**src/rtl/approx_mul_pkg.sv**
```systemverilog
// Shared widths and correction-term bit positions for the 8x8 approximate multiplier.
package approx_mul_pkg;
  localparam int OP_W   = 8;
  localparam int PROD_W = 16;
  localparam int DROP_W = 4;   // low nibble of x whose partial products are truncated
  localparam int CBIT0  = 8;
  localparam int CBIT1  = 9;
  localparam int CBIT2  = 10;

  typedef logic [OP_W-1:0]   op_t;
  typedef logic [PROD_W-1:0] prod_t;

  function automatic prod_t bit_at(input logic b, input int pos);
    return prod_t'(b) << pos;
  endfunction
endpackage

```
**src/rtl/approx_mul8_l4.sv**
```systemverilog
// Combinational 8x8 multiplier: exact product, or truncated low-nibble product plus
// two small carry-compensation terms.
module approx_mul8_l4
  import approx_mul_pkg::*;
(
  input  logic [OP_W-1:0]   x,
  input  logic [OP_W-1:0]   y,
  input  logic              approx,
  output logic [PROD_W-1:0] z
);
  prod_t exact_p;
  prod_t trunc_p;
  prod_t c1;
  prod_t c2;

  always_comb begin
    exact_p = prod_t'(x) * prod_t'(y);
    trunc_p = (prod_t'(y) * prod_t'(x[OP_W-1:DROP_W])) << DROP_W;
    // Compensation for the dropped x[3:0] partial products' carries into bits 8..10
    c1 = bit_at((x[0] & y[7]) | (x[1] & y[6]), CBIT0)
       | bit_at((x[2] & y[6]) | (x[3] & y[5]), CBIT1)
       | bit_at(x[3] & y[7], CBIT2);
    c2 = bit_at(x[1] & y[7], CBIT0)
       | bit_at((x[2] & y[7]) | (x[3] & y[6]), CBIT1);
    z = approx ? (trunc_p + c1 + c2) : exact_p;
  end
endmodule

```
**src/rtl/approx_mul_arbiter.sv**
```systemverilog
// Round-robin arbiter feeding a two-stage multiplier pipeline (S1 operands, S2 result)
// with valid/ready handshakes on both sides and per-mode result counters.
module approx_mul_arbiter
  import approx_mul_pkg::*;
#(
  parameter int NREQ = 4,
  localparam int IDW = $clog2(NREQ)
) (
  input  logic                 clk,
  input  logic                 rst_n,
  input  logic [NREQ-1:0]      req_valid,
  output logic [NREQ-1:0]      req_ready,
  input  logic [NREQ*OP_W-1:0] req_x,
  input  logic [NREQ*OP_W-1:0] req_y,
  input  logic [NREQ-1:0]      req_approx,
  output logic                 res_valid,
  input  logic                 res_ready,
  output logic [PROD_W-1:0]    res_z,
  output logic [IDW-1:0]       res_id,
  output logic [15:0]          cnt_exact,
  output logic [15:0]          cnt_approx
);
  logic           run_q, run_d;
  logic [IDW-1:0] ptr_q, ptr_d;

  logic           s1_valid_q, s1_valid_d;
  op_t            s1_x_q, s1_x_d;
  op_t            s1_y_q, s1_y_d;
  logic           s1_approx_q, s1_approx_d;
  logic [IDW-1:0] s1_id_q, s1_id_d;

  logic           s2_valid_q, s2_valid_d;
  prod_t          s2_z_q, s2_z_d;
  logic           s2_approx_q, s2_approx_d;
  logic [IDW-1:0] s2_id_q, s2_id_d;

  logic [15:0]    cnt_exact_q, cnt_exact_d;
  logic [15:0]    cnt_approx_q, cnt_approx_d;

  logic           win_found;
  logic [IDW-1:0] win_idx;
  int             idx;
  logic           s2_load;
  logic           s1_free;
  logic           accept;
  prod_t          mul_z;

  approx_mul8_l4 u_mul (
    .x      (s1_x_q),
    .y      (s1_y_q),
    .approx (s1_approx_q),
    .z      (mul_z)
  );

  // First valid requester at or after ptr, wrapping
  always_comb begin
    win_found = 1'b0;
    win_idx   = '0;
    idx       = 0;
    for (int k = 0; k < NREQ; k++) begin
      idx = int'(ptr_q) + k;
      if (idx >= NREQ) idx = idx - NREQ;
      if (!win_found && req_valid[idx]) begin
        win_found = 1'b1;
        win_idx   = IDW'(idx);
      end
    end
  end

  always_comb begin
    s2_load   = !s2_valid_q || res_ready;
    s1_free   = !s1_valid_q || s2_load;
    // run_q keeps req_ready low until the first edge after reset release
    accept    = run_q && win_found && s1_free;
    req_ready = accept ? (NREQ'(1) << win_idx) : '0;

    run_d        = 1'b1;
    ptr_d        = ptr_q;
    s1_valid_d   = s1_valid_q && !s2_load;
    s1_x_d       = s1_x_q;
    s1_y_d       = s1_y_q;
    s1_approx_d  = s1_approx_q;
    s1_id_d      = s1_id_q;
    s2_valid_d   = s2_valid_q;
    s2_z_d       = s2_z_q;
    s2_approx_d  = s2_approx_q;
    s2_id_d      = s2_id_q;
    cnt_exact_d  = cnt_exact_q;
    cnt_approx_d = cnt_approx_q;

    if (accept) begin
      s1_valid_d  = 1'b1;
      s1_x_d      = req_x[int'(win_idx)*OP_W +: OP_W];
      s1_y_d      = req_y[int'(win_idx)*OP_W +: OP_W];
      s1_approx_d = req_approx[win_idx];
      s1_id_d     = win_idx;
      ptr_d       = (int'(win_idx) == NREQ-1) ? '0 : win_idx + 1'b1;
    end

    if (s2_load) begin
      s2_valid_d = s1_valid_q;
      if (s1_valid_q) begin
        s2_z_d      = mul_z;
        s2_approx_d = s1_approx_q;
        s2_id_d     = s1_id_q;
      end
    end

    if (s2_valid_q && res_ready) begin
      if (s2_approx_q) cnt_approx_d = cnt_approx_q + 16'd1;
      else             cnt_exact_d  = cnt_exact_q + 16'd1;
    end
  end

  always_ff @(posedge clk or negedge rst_n) begin
    if (!rst_n) begin
      run_q        <= 1'b0;
      ptr_q        <= '0;
      s1_valid_q   <= 1'b0;
      s1_x_q       <= '0;
      s1_y_q       <= '0;
      s1_approx_q  <= 1'b0;
      s1_id_q      <= '0;
      s2_valid_q   <= 1'b0;
      s2_z_q       <= '0;
      s2_approx_q  <= 1'b0;
      s2_id_q      <= '0;
      cnt_exact_q  <= '0;
      cnt_approx_q <= '0;
    end else begin
      run_q        <= run_d;
      ptr_q        <= ptr_d;
      s1_valid_q   <= s1_valid_d;
      s1_x_q       <= s1_x_d;
      s1_y_q       <= s1_y_d;
      s1_approx_q  <= s1_approx_d;
      s1_id_q      <= s1_id_d;
      s2_valid_q   <= s2_valid_d;
      s2_z_q       <= s2_z_d;
      s2_approx_q  <= s2_approx_d;
      s2_id_q      <= s2_id_d;
      cnt_exact_q  <= cnt_exact_d;
      cnt_approx_q <= cnt_approx_d;
    end
  end

  assign res_valid  = s2_valid_q;
  assign res_z      = s2_z_q;
  assign res_id     = s2_id_q;
  assign cnt_exact  = cnt_exact_q;
  assign cnt_approx = cnt_approx_q;
endmodule
```
**config.mk**
```make
export PLATFORM = sky130hd
export DESIGN_NAME = approx_mul_arbiter
export DESIGN_NICKNAME = d
export VERILOG_FILES = /design/src/rtl/approx_mul_pkg.sv /design/src/rtl/approx_mul8_l4.sv /design/src/rtl/approx_mul_arbiter.sv
export SDC_FILE = /design/constraint.sdc
export NUM_CORES = 1
export LEC_CHECK = 0
export CORE_ASPECT_RATIO = 1.5
export CORE_MARGIN = 2
export CORE_UTILIZATION = 54
export DETAILED_ROUTE_END_ITERATION = 6
export PLACE_DENSITY = 0.82
export SYNTH_ARGS = -nofsm -noshare
export SYNTH_HDL_FRONTEND = slang
export SYNTH_SLANG_ARGS = --single-unit
export TNS_END_PERCENT = 50
```
**constraint.sdc**
```tcl
create_clock -name clk -period 5.7 [get_ports clk]
set_clock_uncertainty 0.1 [all_clocks]
set_input_delay 1.14 -clock clk [delete_from_list [all_inputs] [get_ports clk]]
set_output_delay 1.14 -clock clk [all_outputs]
set_load 0.1 [all_outputs]
```
==> results.tsv, run 1 <==
stage	metric	value	unit
synthesis	area leader, netlist	dfrtp_1	
cts	root buf cell	clkbuf_16	
cells_and_area	most frequent cells in the layout	nand2_1 (126), clkdlybuf4s50_1 (124), inv_1 (102)	
hold_path	hold_sp	cnt_approx[15]	
synthesis	Synth Instances	810	
worst_setup_path	Worst EP required	5850	ps
detailed_routing	Final ANT Viol Nets	0	
placement	DP HPWL	12500	um
cts	clock slew at reported path FFs	60	ps
placement	# port buffers	129	
synthesis	synthesis warning total	0	
timing	Final Slew Violations	0	
timing	final hold vios	0	
worst_setup_path	Setup crit start kind	flip-flop	
cells_and_area	storage element area	1880	um2
worst_setup_path	R2R cell count	17	
cells_and_area	layout cell share with drive strength beyond 1	4.40	%
timing	min Tclk post-route	5110	ps
timing	fmax	196	MHz
worst_setup_path	Setup crit end kind	flip-flop	
worst_setup_path	Crit path arrival time	5260	ps
floorplanning	Initial Utilization	55.0	%
timing	sum of negative setup slack	0	ps
cells_and_area	commonest non-fill, non-tap cell in the layout	nand2_1	
detailed_routing	number of remaining DRC errors	0	
grt	pin count of the biggest net entering global routing	76	
detailed_routing	1st-iter DRT viols	227	
cts	CTS buffer count	9	
cts	clock buffer depth	2	
hold_path	Hold Path Cell Cnt	1	
synthesis	syn_nets	997	
cts	Clk Latency, worst-skew pair	350	ps
synthesis	Avg Cell Area, Syn	8.45	um2
detailed_routing	via/cell ratio	5.26	
status	status	finished clean	
hold_path	Hold WC Path Type	flip-flop to flip-flop	
floorplanning	Rows	50	
timing	RSZ-0062 raised after global routing	no	
worst_setup_path	crit path max fanout	9	
grt	grt total ovfl	0	
run	number of max-cap violations	0	
floorplanning	Core Region	12400	um2
detailed_routing	drt pass-1 iters	4	
synthesis	share of the synthesized area in the top cell type	27.4	%
detailed_routing	Routed WL per cell	14.5	um
timing	period utilisation layout	89.6	%
worst_setup_path	CP Class	flip-flop to flip-flop	
grt	number of global-route vias before repair	5829	
synthesis	sequential share of the synthesized area	27.4	%
floorplanning	# IOs	130	
cts	H-tree depth	3	
timing	Final setup viols	0	
cells_and_area	antenna cells	0	
synthesis	Post-synth EDFFs	0	
cts	CTS Hold Bufs	0	
cells_and_area	Syn-to-layout area delta	25.6	%
cts	CTS tree	done	
cts	post_cts resized	0	
grt	initial antenna violation count	0	
detailed_routing	via count	5722	
grt	first-pass GRT wire length	26200	um
floorplanning	die footprint	13600	um2
synthesis	Cell variety after synth	57	
detailed_routing	final wirelength	15700	um
synthesis	Async S/R FF share, synth	100	%
floorplanning	Chip Width	95.9	um
synthesis	Synth area leaders	dfrtp_1 (27%), fa_1 (14%), ha_1 (12%), nand2_1 (6.9%), inv_1 (5.6%)	
cells_and_area	multi-input logic area	4460	um2
grt	Total GRT Usage	24.7	%
cells_and_area	Fill cells	948	
synthesis	synthesized flop and latch total	75	
timing	max_slew headroom	33.9	%
cells_and_area	Final nets	1113	
synthesis	Mapped Area	6850	um2
floorplanning	Die Y	142	um
placement	routability cong.	0.875	
cts	post-CTS setup buffers	0	
cts	CTS Sinks	75	
worst_setup_path	crit path launch	s1_y_q[3]	
synthesis	Top FF cell, synth	dfrtp_1	
timing	worst-margin pin slew	988	ps
worst_setup_path	Worst R2R Start	s1_y_q[3]	
==> registers in the layout, summed over array words and instances, names as in the netlist <==
register / count
s2_approx_q: 1
s1_id_q: 2
s1_y_q: 8
res_valid: 1
cnt_approx: 16
cnt_exact: 16
s1_approx_q: 1
res_id: 2
s1_valid_q: 1
ptr_q: 2
res_z: 16
s1_x_q: 8
run_q: 1
==> cell usage after synthesis, types with 13 or more instances <==
cell type and instances:
nand3_1 29, clkbuf_1 22, nor2_1 84, xnor2_1 34, inv_1 102, dfrtp_1 75, o21ai_1 40, a21oi_1 17
xor2_1 13, o21ai_0 21, fa_1 49, and2_1 42, nand2_1 126, ha_1 63
==> worst paths after layout <==
path | end | slack [ps]
setup / recovery | res_z[15] | 590
hold / removal | cnt_approx[15] | 380
setup reg to reg | res_z[15] | 590
hold reg to reg | cnt_approx[15] | 380
max in group asynchronous | s1_y_q[1] | 4060
min in group asynchronous | res_z[14] | 810
==> logic make-up (layout without fill, tap and decap cells) <==
group / Yosys count / after routing / synth area share (%)
other: 1 / 1 / 0.0548
AO/OA/AOI/OAI: 115 / 115 / 10.4
flip-flops: 75 / 75 / 27.4
buffers and inverters: 131 / 252 / 7.58
adder cells (fa/ha/maj): 112 / 112 / 25.8
XOR/XNOR: 47 / 47 / 6.01
AND/OR/NAND/NOR: 322 / 322 / 21.4
multiplexers: 7 / 7 / 1.28
==> metrics by stage <==
stage	instances	area (um2)	hold WS, ps	worst slack, ps	utilization, %
2_1_floorplan	810	6850	338	841	-
3_3_place_gp	1071	8250	360	706	66.3
3_5_place_dp	1071	8250	368	628	66.3
4_1_cts	1087	8600	376	599	69.1
5_1_grt	1087	8600	407	280	69.1
6_report	1087	8600	375	594	69.1
==> per-layer routing <==
layer	up-vias	track usage (%)	share of wire, %
met5	-	0	0
met4	0	12.6	4.3
met3	49	4.35	4.5
met2	189	44.3	53
met1	2651	27.2	38
li1	2833	-	-
==> critical path: stages (launching register included) <==
cell and delay [ps]:
dfrtp_1 470, and2_1 250, fa_1 520, inv_1 60, fa_1 470, inv_1 50, fa_1 530, inv_1 50
fa_1 520, inv_1 40, ha_1 330, o21a_1 130, o31a_1 200, o221ai_1 230, o21ai_0 400, mux2i_4 280
o32ai_1 100, a311oi_1 270
==> area by class of cell <==
| type | count | area share, % |
|---|---|---|
| multi-input cells | 604 | 51.8 |
| flip-flops and latches | 75 | 21.8 |
| repair buffers | 133 | 15.5 |
| inverters | 103 | 4.50 |
| clock buffers | 10 | 2.78 |
| well taps | 156 | 2.27 |
| clock inverters | 6 | 1.31 |
Power of run 1 is not shown: default switching activity piles up to over one toggle a cycle in this logic, so the estimate is an artifact.
==> run 2, diff against run 1 <==
Settings changed: RECOVER_POWER set to 100.
==> run 2 against run 1 <==
  * The flow now finishes with violations (capacitance limit, slew limit)
  * Global-route usage is the same
  * Register-to-register slack is essentially flat
  * Cell count is the same
  * Setup slack lost 130 ps
  * Maximum frequency shrank 2.6%
  * Sequential share of layout area is essentially flat
==> results.tsv, run 2 (synthesis gave the netlist of run 1 again) <==
stage	metric	value	unit	change
cts	post_cts resized	0		unchanged
cells_and_area	layout cell share with drive strength beyond 1	4.08	%	-0.32 points
worst_setup_path	R2R cell count	17		unchanged
worst_setup_path	Crit. path cell count	9		-8
floorplanning	# IOs	130		unchanged
cells_and_area	Fill cells	952		+0.42%
worst_setup_path	CP Class	input port to output pin		
floorplanning	Core Region	12400	um2	unchanged
worst_setup_path	CP max stage cell	clkbuf_1		
cells_and_area	Syn-to-layout area delta	25.5	%	
worst_setup_path	buffers plus inverters on the worst setup path	4		unchanged
worst_setup_path	Setup crit start kind	input port		
detailed_routing	1st-iter DRT viols	223		-1.8%
worst_setup_path	Setup crit end kind	output pin		
cells_and_area	Final nets	1113		unchanged
grt	grt total ovfl	0		unchanged
timing	Final Slew Violations	76		+76
detailed_routing	drt pass-1 iters	4		unchanged
detailed_routing	number of remaining DRC errors	0		unchanged
floorplanning	Chip Width	95.9	um	unchanged
worst_setup_path	Worst R2R Start	s1_y_q[3]		
timing	Final setup viols	0		unchanged
timing	sum of negative setup slack	0	ps	unchanged
worst_setup_path	crit path launch	req_valid[0]		
cts	CTS tree	done		
floorplanning	die footprint	13600	um2	unchanged
timing	final hold vios	0		unchanged
detailed_routing	final wirelength	15800	um	+0.32%
worst_setup_path	R2R Path End	res_z[15]		
hold_path	Hold WC Path Type	flip-flop to flip-flop		
timing	fmax	191	MHz	-2.6%
cells_and_area	antenna cells	0		unchanged
detailed_routing	via/cell ratio	5.29		+0.40%
timing	period utilisation layout	91.9	%	+2.4 points
cts	clock buffer depth	2		unchanged
cells_and_area	most frequent cells in the layout	nand2_1 (126), inv_1 (102), nor2_1 (84)		
timing	RSZ-0062 raised after global routing	no		
worst_setup_path	crit path max fanout	38		+29
floorplanning	Rows	50		unchanged
worst_setup_path	delay-heaviest family, CP	buffers and inverters		
worst_setup_path	worst path cell trace	dlygate4sd3_1 -> a21oi_1 -> o21a_1 -> o22ai_2 -> clkbuf_1 -> ha_1 -> inv_1 -> nor2_1 -> buf_4		
cts	post-CTS setup buffers	0		unchanged
grt	Total GRT Usage	24.7	%	unchanged
cells_and_area	commonest non-fill, non-tap cell in the layout	nand2_1		
cts	H-tree depth	3		unchanged
status	status	finished with violations		
cts	CTS buffer count	9		unchanged
timing	worst-margin pin slew	3920	ps	+2930 ps
placement	routability cong.	0.875		unchanged
grt	initial antenna violation count	0		unchanged
cts	CTS Sinks	75		unchanged
worst_setup_path	Crit path largest cell delay	1030	ps	+500 ps
timing	min Tclk post-route	5240	ps	+135 ps
worst_setup_path	R2R Setup Slk	580	ps	about the same
run	number of max-cap violations	1		+1
detailed_routing	via count	5745		+0.40%
cts	CTS Hold Bufs	0		unchanged
floorplanning	Initial Utilization	55.0	%	unchanged
detailed_routing	Routed WL per cell	14.5	um	+0.32%
placement	DP HPWL	12500	um	unchanged
cts	clock slew at reported path FFs	60	ps	about the same
cts	root buf cell	clkbuf_16		
placement	# port buffers	129		unchanged
grt	number of global-route vias before repair	5829		unchanged
status	failing checks	capacitance limit, slew limit		
cts	Clk Latency, worst-skew pair	340	ps	about the same
grt	first-pass GRT wire length	26200	um	unchanged
detailed_routing	Final ANT Viol Nets	0		unchanged
floorplanning	Die Y	142	um	unchanged
grt	pin count of the biggest net entering global routing	76		unchanged
worst_setup_path	Crit path arrival time	4000	ps	-1260 ps
timing	max_slew headroom	-161	%	-200 points
worst_setup_path	Worst Setup EP	req_ready[0]		
worst_setup_path	Worst EP required	4460	ps	-1390 ps
==> run 2: worst register-to-register path, delay by kind of cell (launching register included) <==
| kind | cells | cell delay (ps) |
|---|---|---|
| flops | 1 | 470 |
| compound gates | 6 | 1320 |
| buf+inv | 4 | 200 |
| simple gates | 1 | 270 |
| fa+ha+maj | 5 | 2390 |
| mux | 1 | 280 |
==> run 2: cell type report <==
class	count	area [um2]	share of cell area [%]
Clock buffer	10	239	2.78
Clock inverter	6	113	1.31
Sequential cell	75	1880	21.8
Tap cell	156	195	2.27
Inverter	103	387	4.50
Timing Repair Buffer	133	1320	15.4
Multi-Input combinational cell	604	4460	51.9
==> run 2: worst min-delay path by stage <==
| stage | cells past startpoint | slack (ps) | startpoint | to |
|---|---|---|---|---|
| final | 1 | 370 | cnt_approx[15] | cnt_approx[15] |
| after global routing | 2 | 400 | res_z[8] | res_z[8] |
| after CTS | 1 | 380 | cnt_approx[15] | cnt_approx[15] |
| after detailed placement | 1 | 370 | cnt_approx[15] | cnt_approx[15] |
| after global placement | 1 | 360 | cnt_exact[15] | cnt_exact[15] |
| after floorplan | 2 | 340 | s1_id_q[0] | res_id[0] |
==> run 2: through the flow <==
stage	hold WS (ps)	cell area [um2]	util (%)	worst slack, ps	instances
after global placement	360	8250	66.3	706	1071
final	370	8590	69.0	460	1087
after detailed placement	368	8250	66.3	628	1071
after floorplan	338	6850	-	841	810
after global routing	402	8590	69.0	162	1087
after CTS	376	8600	69.1	599	1087
==> run 2: layer usage <==
metal | track usage [%] | part of all wire, % | vias up
li1 | - | - | 2836
met1 | 27.2 | 37 | 2682
met2 | 44.3 | 54 | 183
met3 | 4.35 | 5.0 | 44
met4 | 12.6 | 3.7 | 0
met5 | 0 | 0 | -
Power of run 2 is left out for the same reason.
==> run 3, diff against run 2 <==
Settings changed: CTS_CLUSTER_DIAMETER set to 120, MAX_ROUTING_LAYER set to met4.
==> run 3 against run 2 <==
  * The run still ends with capacitance limit, slew limit left
  * Cell count did not move
  * Flip-flop and latch count did not move
  * Routed wire length shrank 1.2%
  * Hold slack got worse by 6.3 ps
  * Design area decreased by 0.42%
  * Largest cell class unchanged
  * Via count fell by 0.28%
  * Non-clock buffer count is the same
  * First-iteration DRC count rose by 9.4%
  * Maximum frequency shrank 0.97%
  * Clock-buffer cell count unchanged
  * Register-to-register slack worse by 20 ps
==> results.tsv, run 3 (synthesis gave the netlist of run 1 again) <==
stage	metric	value	unit	change
cells_and_area	antenna cells	0		unchanged
cells_and_area	most frequent cells in the layout	nand2_1 (126), inv_1 (102), nor2_1 (84)		
cells_and_area	commonest non-fill, non-tap cell in the layout	nand2_1		
worst_setup_path	Setup crit start kind	input port		
worst_setup_path	R2R cell count	17		unchanged
timing	RSZ-0062 raised after global routing	no		
detailed_routing	drt pass-1 iters	5		+1
placement	# port buffers	129		unchanged
cts	CTS tree	done		
hold_path	Hold Path Cell Cnt	1		unchanged
floorplanning	die footprint	13600	um2	unchanged
cts	CTS buffer count	9		unchanged
grt	first-pass GRT wire length	26300	um	+0.63%
worst_setup_path	delay-heaviest family, CP	buffers and inverters		
grt	pin count of the biggest net entering global routing	76		unchanged
timing	Final WS setup	408	ps	-51.6 ps
worst_setup_path	CP Class	input port to output pin		
detailed_routing	WL met3	752	um	-4.2%
worst_setup_path	Setup crit end kind	output pin		
detailed_routing	Routed WL per cell	14.3	um	-1.2%
floorplanning	# IOs	130		unchanged
timing	sum of negative setup slack	0	ps	unchanged
hold_path	hold_sp	cnt_exact[15]		
cts	H-tree depth	3		unchanged
cells_and_area	Core Util, Final	68.7	%	-0.29 points
timing	final hold slack	364	ps	-6.30 ps
grt	initial antenna violation count	0		unchanged
detailed_routing	Final ANT Viol Nets	0		unchanged
placement	DP HPWL	12500	um	-0.42%
timing	final hold vios	0		unchanged
floorplanning	Initial Utilization	55.0	%	unchanged
cts	CTS Hold Bufs	0		unchanged
worst_setup_path	Worst EP required	4460	ps	about the same
timing	period utilisation layout	92.8	%	+0.90 points
worst_setup_path	buffers plus inverters on the worst setup path	5		+1
grt	number of global-route vias before repair	5816		-0.22%
cells_and_area	Syn-to-layout area delta	24.9	%	
cts	CTS Sinks	75		unchanged
grt	grt total ovfl	0		unchanged
grt	Total GRT Usage	25.2	%	+0.51 points
timing	Final Slew Violations	76		unchanged
detailed_routing	DR top layer	met4		
worst_setup_path	most frequent CP cell	inv_1		
floorplanning	Core Region	12400	um2	unchanged
worst_setup_path	R2R Setup Slk	560	ps	-20 ps
cts	post_cts resized	0		unchanged
detailed_routing	number of remaining DRC errors	0		unchanged
cells_and_area	Fill cells	969		+1.8%
cts	Clk Latency, worst-skew pair	340	ps	about the same
timing	max_slew headroom	-161	%	about the same
detailed_routing	via count	5729		-0.28%
floorplanning	Die Y	142	um	unchanged
detailed_routing	via/cell ratio	5.27		-0.28%
timing	fmax	189	MHz	-0.97%
detailed_routing	final wirelength	15600	um	-1.2%
status	failing checks	capacitance limit, slew limit		
worst_setup_path	CP max stage cell	clkbuf_1		
placement	pre-CTS setup slack	592	ps	-35.9 ps
cts	post-CTS setup buffers	0		unchanged
detailed_routing	met2 WL	8470	um	-0.27%
status	status	finished with violations		
cts	clock slew at reported path FFs	60	ps	about the same
worst_setup_path	Crit path arrival time	4050	ps	+50 ps
hold_path	Hold WC Path Type	flip-flop to flip-flop		
run	number of max-cap violations	1		unchanged
worst_setup_path	crit path max fanout	38		unchanged
cells_and_area	Final nets	1113		unchanged
hold_path	Worst Hold Path EP	cnt_exact[15]		
timing	Final setup viols	0		unchanged
detailed_routing	M1 WL	5870	um	-0.54%
placement	routability cong.	0.886		+1.3%
worst_setup_path	Crit path largest cell delay	1040	ps	about the same
worst_setup_path	R2R Path End	res_z[15]		
timing	min Tclk post-route	5290	ps	+51.6 ps
cts	clock buffer depth	2		unchanged
cts	root buf cell	clkbuf_16		
floorplanning	Rows	50		unchanged
cells_and_area	layout cell share with drive strength beyond 1	3.97	%	-0.11 points
worst_setup_path	Worst R2R Start	s1_y_q[3]		
detailed_routing	1st-iter DRT viols	244		+9.4%
worst_setup_path	worst path cell trace	dlygate4sd3_1 -> a21oi_1 -> o21a_1 -> o22ai_2 -> clkbuf_1 -> inv_1 -> ha_1 -> inv_1 -> nor2_1 -> buf_2		
timing	worst-margin pin slew	3920	ps	+1.53 ps
floorplanning	Chip Width	95.9	um	unchanged
[run 3: cell count changes in the layout (fill, tap and decap cells not counted)]
cell and change:
clkinv_4 -2, clkinvlp_4 +2, and2_0 +1, and2_1 -1, buf_2 +1, buf_4 -1
bufinv_16 -1, clkbuf_1 +1, clkbuf_8 -1, inv_6 +1, o21ai_0 +1, o21ai_1 -1
[run 3: final cells by class]
type / instances / area (um2) / share of cell area (%)
clock buffer: 10 / 229 / 2.68
clock inverter: 6 / 88.8 / 1.04
inverter: 103 / 387 / 4.52
multi-input combinational: 604 / 4460 / 52.1
sequential: 75 / 1880 / 21.9
tap: 156 / 195 / 2.28
timing repair buffer: 133 / 1320 / 15.4
[run 3: metal layers]
| layer | vias up | global-route usage (%) |
|---|---|---|
| li1 | 2837 | - |
| met2 | 175 | 45.2 |
| met5 | - | - |
| met1 | 2680 | 28.0 |
| met3 | 37 | 3.19 |
| met4 | 0 | 9.02 |
[run 3: how the worst max path moves through the flow]
stage,startpoint,end,slack (ps),cells after the start
3_3_place_gp,s1_y_q[3],res_z[15],700,17
5_1_grt,req_valid[0],req_ready[2],140,10
2_1_floorplan,req_valid[2],req_ready[3],840,9
6_report,req_valid[0],req_ready[2],410,10
4_1_cts,s1_x_q[1],res_z[15],580,16
3_5_place_dp,s1_x_q[1],res_z[15],590,16
[run 3: metrics by stage]
step                area (um2)  std cells
global placement          8250       1071
detailed placement        8250       1071
global route              8550       1087
floorplan                 6850        810
CTS                       8570       1087
finish                    8550       1087
Power of run 3 is left out for the same reason.
